File: src/rtl/res_skid_queue_if.sv
// Result-interface bundle between a fixed-latency producer and the skid queue.
// Carries the issue/credit handshake, branch squash, incoming result and
// the writeback-side result plus overflow flag.
interface res_skid_queue_if #(
  parameter int unsigned SQN_W = 7,
  parameter int unsigned TAG_W = 7,
  parameter int unsigned RES_W = 32
);
  typedef struct packed {
    logic             taken;
    logic [SQN_W-1:0] sqN;
  } BranchProv;

  typedef struct packed {
    logic [RES_W-1:0] result;
    logic [TAG_W-1:0] tagDst;
    logic [SQN_W-1:0] sqN;
    logic             valid;
  } RES_UOp;

  logic      IN_issue;
  logic      OUT_busy;
  BranchProv IN_branch;
  RES_UOp    IN_uop;
  logic      IN_stall;
  RES_UOp    OUT_uop;
  logic      OUT_overflow;

  modport master (
    output IN_issue, IN_branch, IN_uop, IN_stall,
    input  OUT_busy, OUT_uop, OUT_overflow
  );

  modport slave (
    input  IN_issue, IN_branch, IN_uop, IN_stall,
    output OUT_busy, OUT_uop, OUT_overflow
  );
endinterface

File: src/rtl/res_skid_queue.sv
// Consumer-side skid queue for fixed-latency execution results.
// Holds results while writeback stalls, squashes entries younger than a
// taken branch, and returns credits to the producer through OUT_busy so
// that every in-flight result is guaranteed a free slot.
module res_skid_queue #(
  parameter int unsigned DEPTH   = 4,
  parameter int unsigned LATENCY = 3,
  parameter int unsigned SQN_W   = 7,
  parameter int unsigned TAG_W   = 7,
  parameter int unsigned RES_W   = 32
) (
  input logic            clk,
  input logic            rst,
  res_skid_queue_if.slave bus
);
  localparam int unsigned PW = $clog2(DEPTH);
  localparam int unsigned CW = $clog2(DEPTH + 1);
  localparam int unsigned SW = $clog2(DEPTH + LATENCY + 1);

  logic             r_valid  [DEPTH];
  logic [SQN_W-1:0] r_sqN    [DEPTH];
  logic [TAG_W-1:0] r_tagDst [DEPTH];
  logic [RES_W-1:0] r_result [DEPTH];
  logic [PW-1:0]    r_rd;
  logic [PW-1:0]    r_wr;
  logic [CW-1:0]    r_count;
  logic [LATENCY-1:0] r_hist;
  logic             r_overflow;

  logic          w_occ;
  logic          w_full;
  logic          w_out_valid;
  logic          w_pop;
  logic          w_arr;
  logic          w_push;
  logic          w_drop;
  logic [SW-1:0] w_inflight;
  logic [SW-1:0] w_used;

  // Younger-than-branch test; modular sequence distance so sqN wrap is handled.
  function automatic logic f_squash(input logic [SQN_W-1:0] sqn,
                                    input logic             taken,
                                    input logic [SQN_W-1:0] bsqn);
    logic [SQN_W-1:0] d;
    d = sqn - bsqn;
    return taken && !d[SQN_W-1] && (d != '0);
  endfunction

  // Head visibility, pop/push decisions and overflow detection.
  always_comb begin
    w_occ       = (r_count != '0);
    w_full      = (r_count == CW'(DEPTH));
    w_out_valid = w_occ && r_valid[r_rd] &&
                  !f_squash(r_sqN[r_rd], bus.IN_branch.taken, bus.IN_branch.sqN);
    w_pop       = w_occ && (!bus.IN_stall || !w_out_valid);
    w_arr       = bus.IN_uop.valid &&
                  !f_squash(bus.IN_uop.sqN, bus.IN_branch.taken, bus.IN_branch.sqN);
    w_push      = w_arr && (!w_full || w_pop);
    w_drop      = w_arr && w_full && !w_pop;
  end

  // Credit accounting: occupied slots plus results still in the producer pipe.
  always_comb begin
    w_inflight = '0;
    for (int unsigned i = 0; i < LATENCY; i++) begin
      w_inflight = w_inflight + SW'(r_hist[i]);
    end
    w_used = SW'(r_count) + w_inflight;
  end

  assign bus.OUT_busy     = (w_used >= SW'(DEPTH));
  assign bus.OUT_overflow = r_overflow;

  // Head slot drives writeback directly.
  always_comb begin
    bus.OUT_uop        = '0;
    bus.OUT_uop.valid  = w_out_valid;
    bus.OUT_uop.sqN    = r_sqN[r_rd];
    bus.OUT_uop.tagDst = r_tagDst[r_rd];
    bus.OUT_uop.result = r_result[r_rd];
  end

  // Control state: pointers, count, slot valid bits, credit history, overflow.
  always_ff @(posedge clk) begin
    if (rst) begin
      r_rd       <= '0;
      r_wr       <= '0;
      r_count    <= '0;
      r_hist     <= '0;
      r_overflow <= 1'b0;
      for (int unsigned i = 0; i < DEPTH; i++) begin
        r_valid[i] <= 1'b0;
      end
    end else begin
      r_hist <= LATENCY'({r_hist, bus.IN_issue});
      if (w_drop) begin
        r_overflow <= 1'b1;
      end
      if (w_pop) begin
        r_rd <= r_rd + PW'(1);
      end
      if (w_push) begin
        r_wr <= r_wr + PW'(1);
      end
      if (w_push && !w_pop) begin
        r_count <= r_count + CW'(1);
      end else if (!w_push && w_pop) begin
        r_count <= r_count - CW'(1);
      end
      // Later assignments win: a push into the slot being popped (full queue)
      // must leave it valid.
      for (int unsigned i = 0; i < DEPTH; i++) begin
        if (f_squash(r_sqN[i], bus.IN_branch.taken, bus.IN_branch.sqN)) begin
          r_valid[i] <= 1'b0;
        end
        if (w_pop && (r_rd == PW'(i))) begin
          r_valid[i] <= 1'b0;
        end
        if (w_push && (r_wr == PW'(i))) begin
          r_valid[i] <= 1'b1;
        end
      end
    end
  end

  // Result payload storage; contents are meaningless while the slot is invalid.
  always_ff @(posedge clk) begin
    if (w_push) begin
      r_sqN[r_wr]    <= bus.IN_uop.sqN;
      r_tagDst[r_wr] <= bus.IN_uop.tagDst;
      r_result[r_wr] <= bus.IN_uop.result;
    end
  end
endmodule

File: src/flat_wrapper.sv
// flat-port wrapper written by rule: the top's interface ports become plain ports
module res_skid_queue_flat 
#(
  parameter int unsigned DEPTH   = 4,
  parameter int unsigned LATENCY = 3,
  parameter int unsigned SQN_W   = 7,
  parameter int unsigned TAG_W   = 7,
  parameter int unsigned RES_W   = 32
)
  (clk, rst, bus_IN_issue, bus_IN_branch, bus_IN_uop, bus_IN_stall, bus_OUT_busy, bus_OUT_uop, bus_OUT_overflow);
  res_skid_queue_if #(.SQN_W(SQN_W), .TAG_W(TAG_W), .RES_W(RES_W)) bus_i ();
  input logic clk;
  input logic rst;
  input wire logic [$bits(bus_i.IN_issue)-1:0] bus_IN_issue;
  input wire logic [$bits(bus_i.IN_branch)-1:0] bus_IN_branch;
  input wire logic [$bits(bus_i.IN_uop)-1:0] bus_IN_uop;
  input wire logic [$bits(bus_i.IN_stall)-1:0] bus_IN_stall;
  output wire logic [$bits(bus_i.OUT_busy)-1:0] bus_OUT_busy;
  output wire logic [$bits(bus_i.OUT_uop)-1:0] bus_OUT_uop;
  output wire logic [$bits(bus_i.OUT_overflow)-1:0] bus_OUT_overflow;
  assign bus_i.IN_issue = bus_IN_issue;
  assign bus_i.IN_branch = bus_IN_branch;
  assign bus_i.IN_uop = bus_IN_uop;
  assign bus_i.IN_stall = bus_IN_stall;
  assign bus_OUT_busy = bus_i.OUT_busy;
  assign bus_OUT_uop = bus_i.OUT_uop;
  assign bus_OUT_overflow = bus_i.OUT_overflow;
  res_skid_queue #(.DEPTH(DEPTH), .LATENCY(LATENCY), .SQN_W(SQN_W), .TAG_W(TAG_W), .RES_W(RES_W)) u_core (.clk(clk), .rst(rst), .bus(bus_i));
endmodule
File: config.mk
export PLATFORM = sky130hd
export DESIGN_NAME = res_skid_queue_flat
export DESIGN_NICKNAME = d
export VERILOG_FILES = /design/src/rtl/res_skid_queue_if.sv /design/src/rtl/res_skid_queue.sv /design/src/flat_wrapper.sv
export SDC_FILE = /design/constraint.sdc
export NUM_CORES = 1
export LEC_CHECK = 0
export ABC_CLOCK_PERIOD_IN_PS = 6700
export BUFFER_PORTS_ARGS = -buffer_cell sky130_fd_sc_hd__buf_2
export CORE_ASPECT_RATIO = 0.5
export CORE_MARGIN = 1
export CORE_UTILIZATION = 58
export DETAILED_ROUTE_END_ITERATION = 7
export PLACE_DENSITY = 0.79
export SLEW_MARGIN = 40
export SYNTH_ARGS = -nofsm -noshare
export SYNTH_HDL_FRONTEND = slang
export SYNTH_SLANG_ARGS = --single-unit
File: constraint.sdc
create_clock -name clk -period 6.7 [get_ports clk]
set_input_delay 0.335 -clock clk [delete_from_list [all_inputs] [get_ports clk]]
set_output_delay 0.335 -clock clk [all_outputs]
set_load 0.05 [all_outputs]
* Yosys cells after proc, flatten, opt, wreduce, memory -nomap -nowiden
Memory sizes are Yosys's and may differ from the RTL's. A register that Yosys moved wholly into a read port is not among the register bits.
Cells that the tools add are included.
** Word-level totals
- Logic and storage cells :: 158
- Register bits :: 11
- Memories :: 4
- RAM bits :: 188
- Output and inout bits :: 49
** Memory list
- u_core.r_result :: words 4, bits a word 32, rd ports 1, clocked after memory_dff 1, write ports 1, RTL line res_skid_queue.sv:23 : logic [RES_W-1:0] r_result [DEPTH];
- u_core.r_sqN :: words 4, bits a word 7, rd ports 5, clocked after memory_dff 1, write ports 1, RTL line res_skid_queue.sv:21 : logic [SQN_W-1:0] r_sqN [DEPTH];
- u_core.r_tagDst :: words 4, bits a word 7, rd ports 1, clocked after memory_dff 1, write ports 1, RTL line res_skid_queue.sv:22 : logic [TAG_W-1:0] r_tagDst [DEPTH];
- u_core.r_valid :: words 4, bits a word 1, rd ports 1, clocked after memory_dff 1, write ports 4, RTL line res_skid_queue.sv:20 : logic r_valid [DEPTH];
** Cells by class
- Multiplexer cells :: 62
- Bitwise operators :: 12
- Reductions and logical operators :: 54
- Equality and inequality tests :: 7
- $lt $le $gt $ge :: 1
- Add/subtract/negate cells :: 13
** Operators by type and width (number)
- 1-bit 2-to-1 mux :: 52
- 7-bit nonzero test :: 6
- 7-bit subtractor :: 6
- 1-bit logical AND :: 29
- 2-bit 2-to-1 mux :: 8
- 1-bit zero test :: 13
- 1-bit OR :: 12
- 2-bit == test, second input constant :: 4
- 3-bit 2-to-1 mux :: 2
- 2-bit by 1-bit adder with 2-bit output, second input constant :: 2
- 2-bit by 1-bit == test with 1-bit output, second input constant :: 2
- 2-bit zero test :: 2
- 3-bit by 1-bit adder with 3-bit output :: 1
- 3-bit by 1-bit adder with 3-bit output, second input constant :: 1
- 3-bit adder :: 1
- 3-bit == test, second input constant :: 1
- 3-bit greater-or-equal comparator, second input constant :: 1
- 3-bit nonzero test :: 1
- 3-bit by 1-bit subtractor with 3-bit output, second input constant :: 1
- 1-bit by 1-bit adder with 2-bit output :: 1
- 1-bit logical OR :: 2
- 2-bit nonzero test :: 1

* Depth between registers and ports, before layout
- Word-level depth :: 16
- Mapped depth :: 20
- Gate-level depth less buffers :: 17

* Worst setup path after synthesis
Ideal clock, no wire load.
- Path kind :: flip-flop to flip-flop
- Start point :: reg (tool-made name)
- End point :: mem u_core.r_result[0][0], enable pin
- Cell stages (with the launch flop) :: 13
- Data arrival time :: 4.478 ns
- Path slack :: 1.814 ns
- Cell sequence :: dfxtp_1 buf_2 buf_1 mux4_2 fa_1 nand3_1 a21oi_1 nor3_1 o21ai_1 o21ai_2 o21a_4 buf_6 and2_1
** RTL lines (RTL line)
- end, declared :: res_skid_queue.sv:23

==> results_dict.tcl <==
set metrics [dict create \
    synth.net_count 647 \
    drt_iter0_markers 376 \
    hold_path_class "in -> reg" \
    layoutNonFillerInstCount 863 \
    cts_hold_buf 0 \
    gr-usage-all-layers_pct 24.08 \
    syn_area_um2 9153 \
    start_util_pct 59.38 \
    irDropWorstVdd_v 0.0002428 \
    synth_top_family_by_area "multiplexers" \
    synth.most_common_cell "edfxtp_1" \
    postRouteAntennaNets 0 \
    status "finished, violations left" \
    netlist.area_leader.share_pct 61.68 \
    fin_crit_sh_pct 66.34 \
    grt_pass1_vias 5403 \
    fin_setup_tns_ns 0 \
    root_buffer "clkbuf_16" \
    synthMuxAreaShare_pct 12.24 \
    post-cts-setup-buffer-count 0 \
    avgRoutedWirePerCell_um 21.55 \
    nFillCells 1024 \
    synth_ff_type "edfxtp_1" \
    cts_made_buffers 18 \
    portBuffers 107 \
    grt_overflow 0 \
    area_delta_synth_final_pct 14.31 \
    first_pass_iters 7 \
    core_area_um2 15410 \
    routed_wl_um 18600 \
    min_period_ns 4.444 \
    cts-htree-levels 1 \
    diodes 0 \
    dp_hpwl_um 12400 \
    cp-end-kind "flip-flop" \
    postSynthCellCount 533 \
    num_rows 32 \
    antenna_found_initial 0 \
    worstSetupPathType "reg -> reg" \
    tightestPinTransition_ns 0.6836 \
    yosys.area_share.adder_pct 8.093 \
    path_max_fanout 46 \
    synth_seq_cells 201 \
    synth_xor_area_share_pct 2.201 \
    grt_setup_unrepaired "false" \
    syn_avg_cell_area_um2 17.17 \
    cp.required_ns 7.11 \
    vias 5129 \
    slew_viol_final 0 \
    hold_violations 0 \
    dpl.cell_count 835 \
    synth.area.top_cells "edfxtp_1 62%, mux4_2 12%, ha_1 6.6%" \
    synth.distinct_cells 52 \
    grt_pass1_wl_um 29690 \
    die_area_um2 16320 \
    cts_sinks 201 \
    ys_seq_area_share_pct 64.52 \
    drc 5 \
    ios 108 \
    power_density_nw_per_um2 387.7 \
    setup_viol 0 \
    synth-compound-area-share_pct 6.712 \
    clock_latency_ns 0.50 \
    synthSimpleGateAreaFrac_pct 4.074 \
    synth_common_cells "188 x edfxtp_1, 48 x ha_1, 47 x mux4_2, 32 x inv_1" \
    slew_headroom_pct 54.43 \
    ys_warn_count 0 \
    fmax_ghz 0.2250 \
    violations "DRC" \
    cpPeakStageDelay_ns 0.52 \
    start_kind "flip-flop" \
    slowest_stage "buf_4" \
    vias_per_cell 5.943 \
    synth_edf_count 188 \
    multi_input_area_um2 3059 \
    worstPathArrival_ns 4.85 \
    ctsResizeCount 0 \
    cts_tree "done" \
    ff_latch_area_um2 5911 \
    clkTransAtPathRegs_ns 0.06 \
    die_w_um 179.7 \
    drive_above_1_share_pct 29.74 \
    leakage_nw 3.851 \
    grt_max_degree 47 \
    place_congestion 0.8506 \
    path_cells "buf_4 -> mux4_2 -> fa_1 -> xor2_1 -> a2111o_1 -> a2111o_1 -> a21oi_2 -> o21ai_2 -> inv_1 -> ha_1 -> inv_1 -> fa_1 -> xor2_1 -> or3_1 -> a21oi_1" \
    cap_violations 0 \
    clock_skew_ns 0.02286 \
    async_flop_share_pct 0 \
    cts_buffer_depth 3 \
    finish.net_count 765 \
    synth_top_area_cell "edfxtp_1" \
    die_h_um 90.83 \
]
==> where the power goes <==
| part | total, mW | leakage, nW | internal [mW] | switching, mW |
|---|---|---|---|---|
| Combinational | 1.59 | 1.76 | 0.522 | 1.07 |
| Sequential | 1.53 | 1.83 | 1.47 | 0.0529 |
| Clock | 0.941 | 0.254 | 0.510 | 0.431 |
| Total | 4.06 | 3.85 | 2.51 | 1.55 |
==> worst paths after layout <==
| path | end | depth (start not counted) | from | slack [ns] |
|---|---|---|---|---|
| worst max-delay path | u_core.r_count[2] | 15 | flip-flop | 2.26 |
| worst min-delay path | u_core.r_result[1][25] | 1 | bus_IN_uop[40] | 0.05 |
| worst max register to register | u_core.r_count[2] | 15 | flip-flop | 2.26 |
| worst min register to register | u_core.r_hist[2] | 1 | u_core.r_hist[1] | 0.47 |
==> sequential cells by signal, indices dropped and copies added (netlist names), named ones only <==
| register | cells |
|---|---|
| u_core.r_result | 128 |
| u_core.r_sqN | 28 |
| u_core.r_tagDst | 28 |
| u_core.r_valid | 4 |
| u_core.r_count | 3 |
| u_core.r_hist | 3 |
| u_core.r_rd | 2 |
| u_core.r_wr | 2 |
| u_core.bus.OUT_overflow | 1 |
==> through the flow <==
step	setup WS [ns]	hold WS [ns]	utilization (%)	power (mW)	instance area, µm²
3_3_place_gp	2.381	0.4461	64.38	3.110	9925
5_1_grt	1.996	0.04105	67.87	4.230	10460
2_1_floorplan	1.814	0.4339	-	2.800	9153
4_1_cts	2.225	0.03538	67.84	4.089	10460
3_5_place_dp	2.271	0.4568	64.41	3.138	9928
6_report	2.256	0.04845	67.87	4.056	10460
==> kinds of logic (layout without fill, tap and decap cells) <==
group           after synthesis  count (layout)
compound gates               85              85
xor+xnor                     23              23
fa+ha+maj                    55              55
buf+inv                      48             174
flops                       201             201
mux                          53              53
simple gates                 68              68
==> layout make-up <==
| cell class | instances | share of cell area, % |
|---|---|---|
| sequential | 201 | 56.49 |
| tap | 204 | 2.440 |
| timing repair buffer | 113 | 5.585 |
| clock buffer | 23 | 4.580 |
| clock inverter | 5 | 0.4784 |
| inverter | 33 | 1.184 |
| multi-input combinational | 284 | 29.24 |
==> cell usage in the layout (no fill, tap or decap), types with 5 or more instances in the layout <==
cell type | synthesis | final
buf_2 | 5 | 107
ha_1 | 48 | 48
edfxtp_1 | 188 | 188
dfxtp_1 | 13 | 11
a21o_1 | 8 | 8
nand2_1 | 7 | 7
inv_1 | 32 | 32
o21a_1 | 8 | 8
nor2b_1 | 16 | 16
a21oi_1 | 17 | 17
xor2_1 | 10 | 10
and3_1 | 6 | 6
nor2_1 | 10 | 10
mux2i_1 | 5 | 5
or3_1 | 5 | 5
fa_1 | 7 | 7
nand3_1 | 8 | 8
nor3_1 | 5 | 5
buf_4 | 1 | 5
mux4_2 | 47 | 47
xnor2_1 | 13 | 13
o21ai_0 | 17 | 17
clkbuf_16 | 0 | 18
==> worst max-delay path: cells and delay by family (launching register included) <==
family / cells / cell delay (ns)
compound gates: 5 / 1.17
xor+xnor: 2 / 0.37
simple gates: 1 / 0.32
flops: 1 / 0.33
mux: 1 / 0.47
buf+inv: 3 / 0.66
fa+ha+maj: 3 / 1.05
==> layer usage <==
layer,vias to the layer above,global-route usage (%),routed length [µm]
li1,2356,-,-
met5,-,0,0
met4,0,7.759,511
met1,2571,32.47,7758
met2,163,40.82,9247
met3,39,3.710,1084
Note: power is estimated with default switching activity, not from simulation.
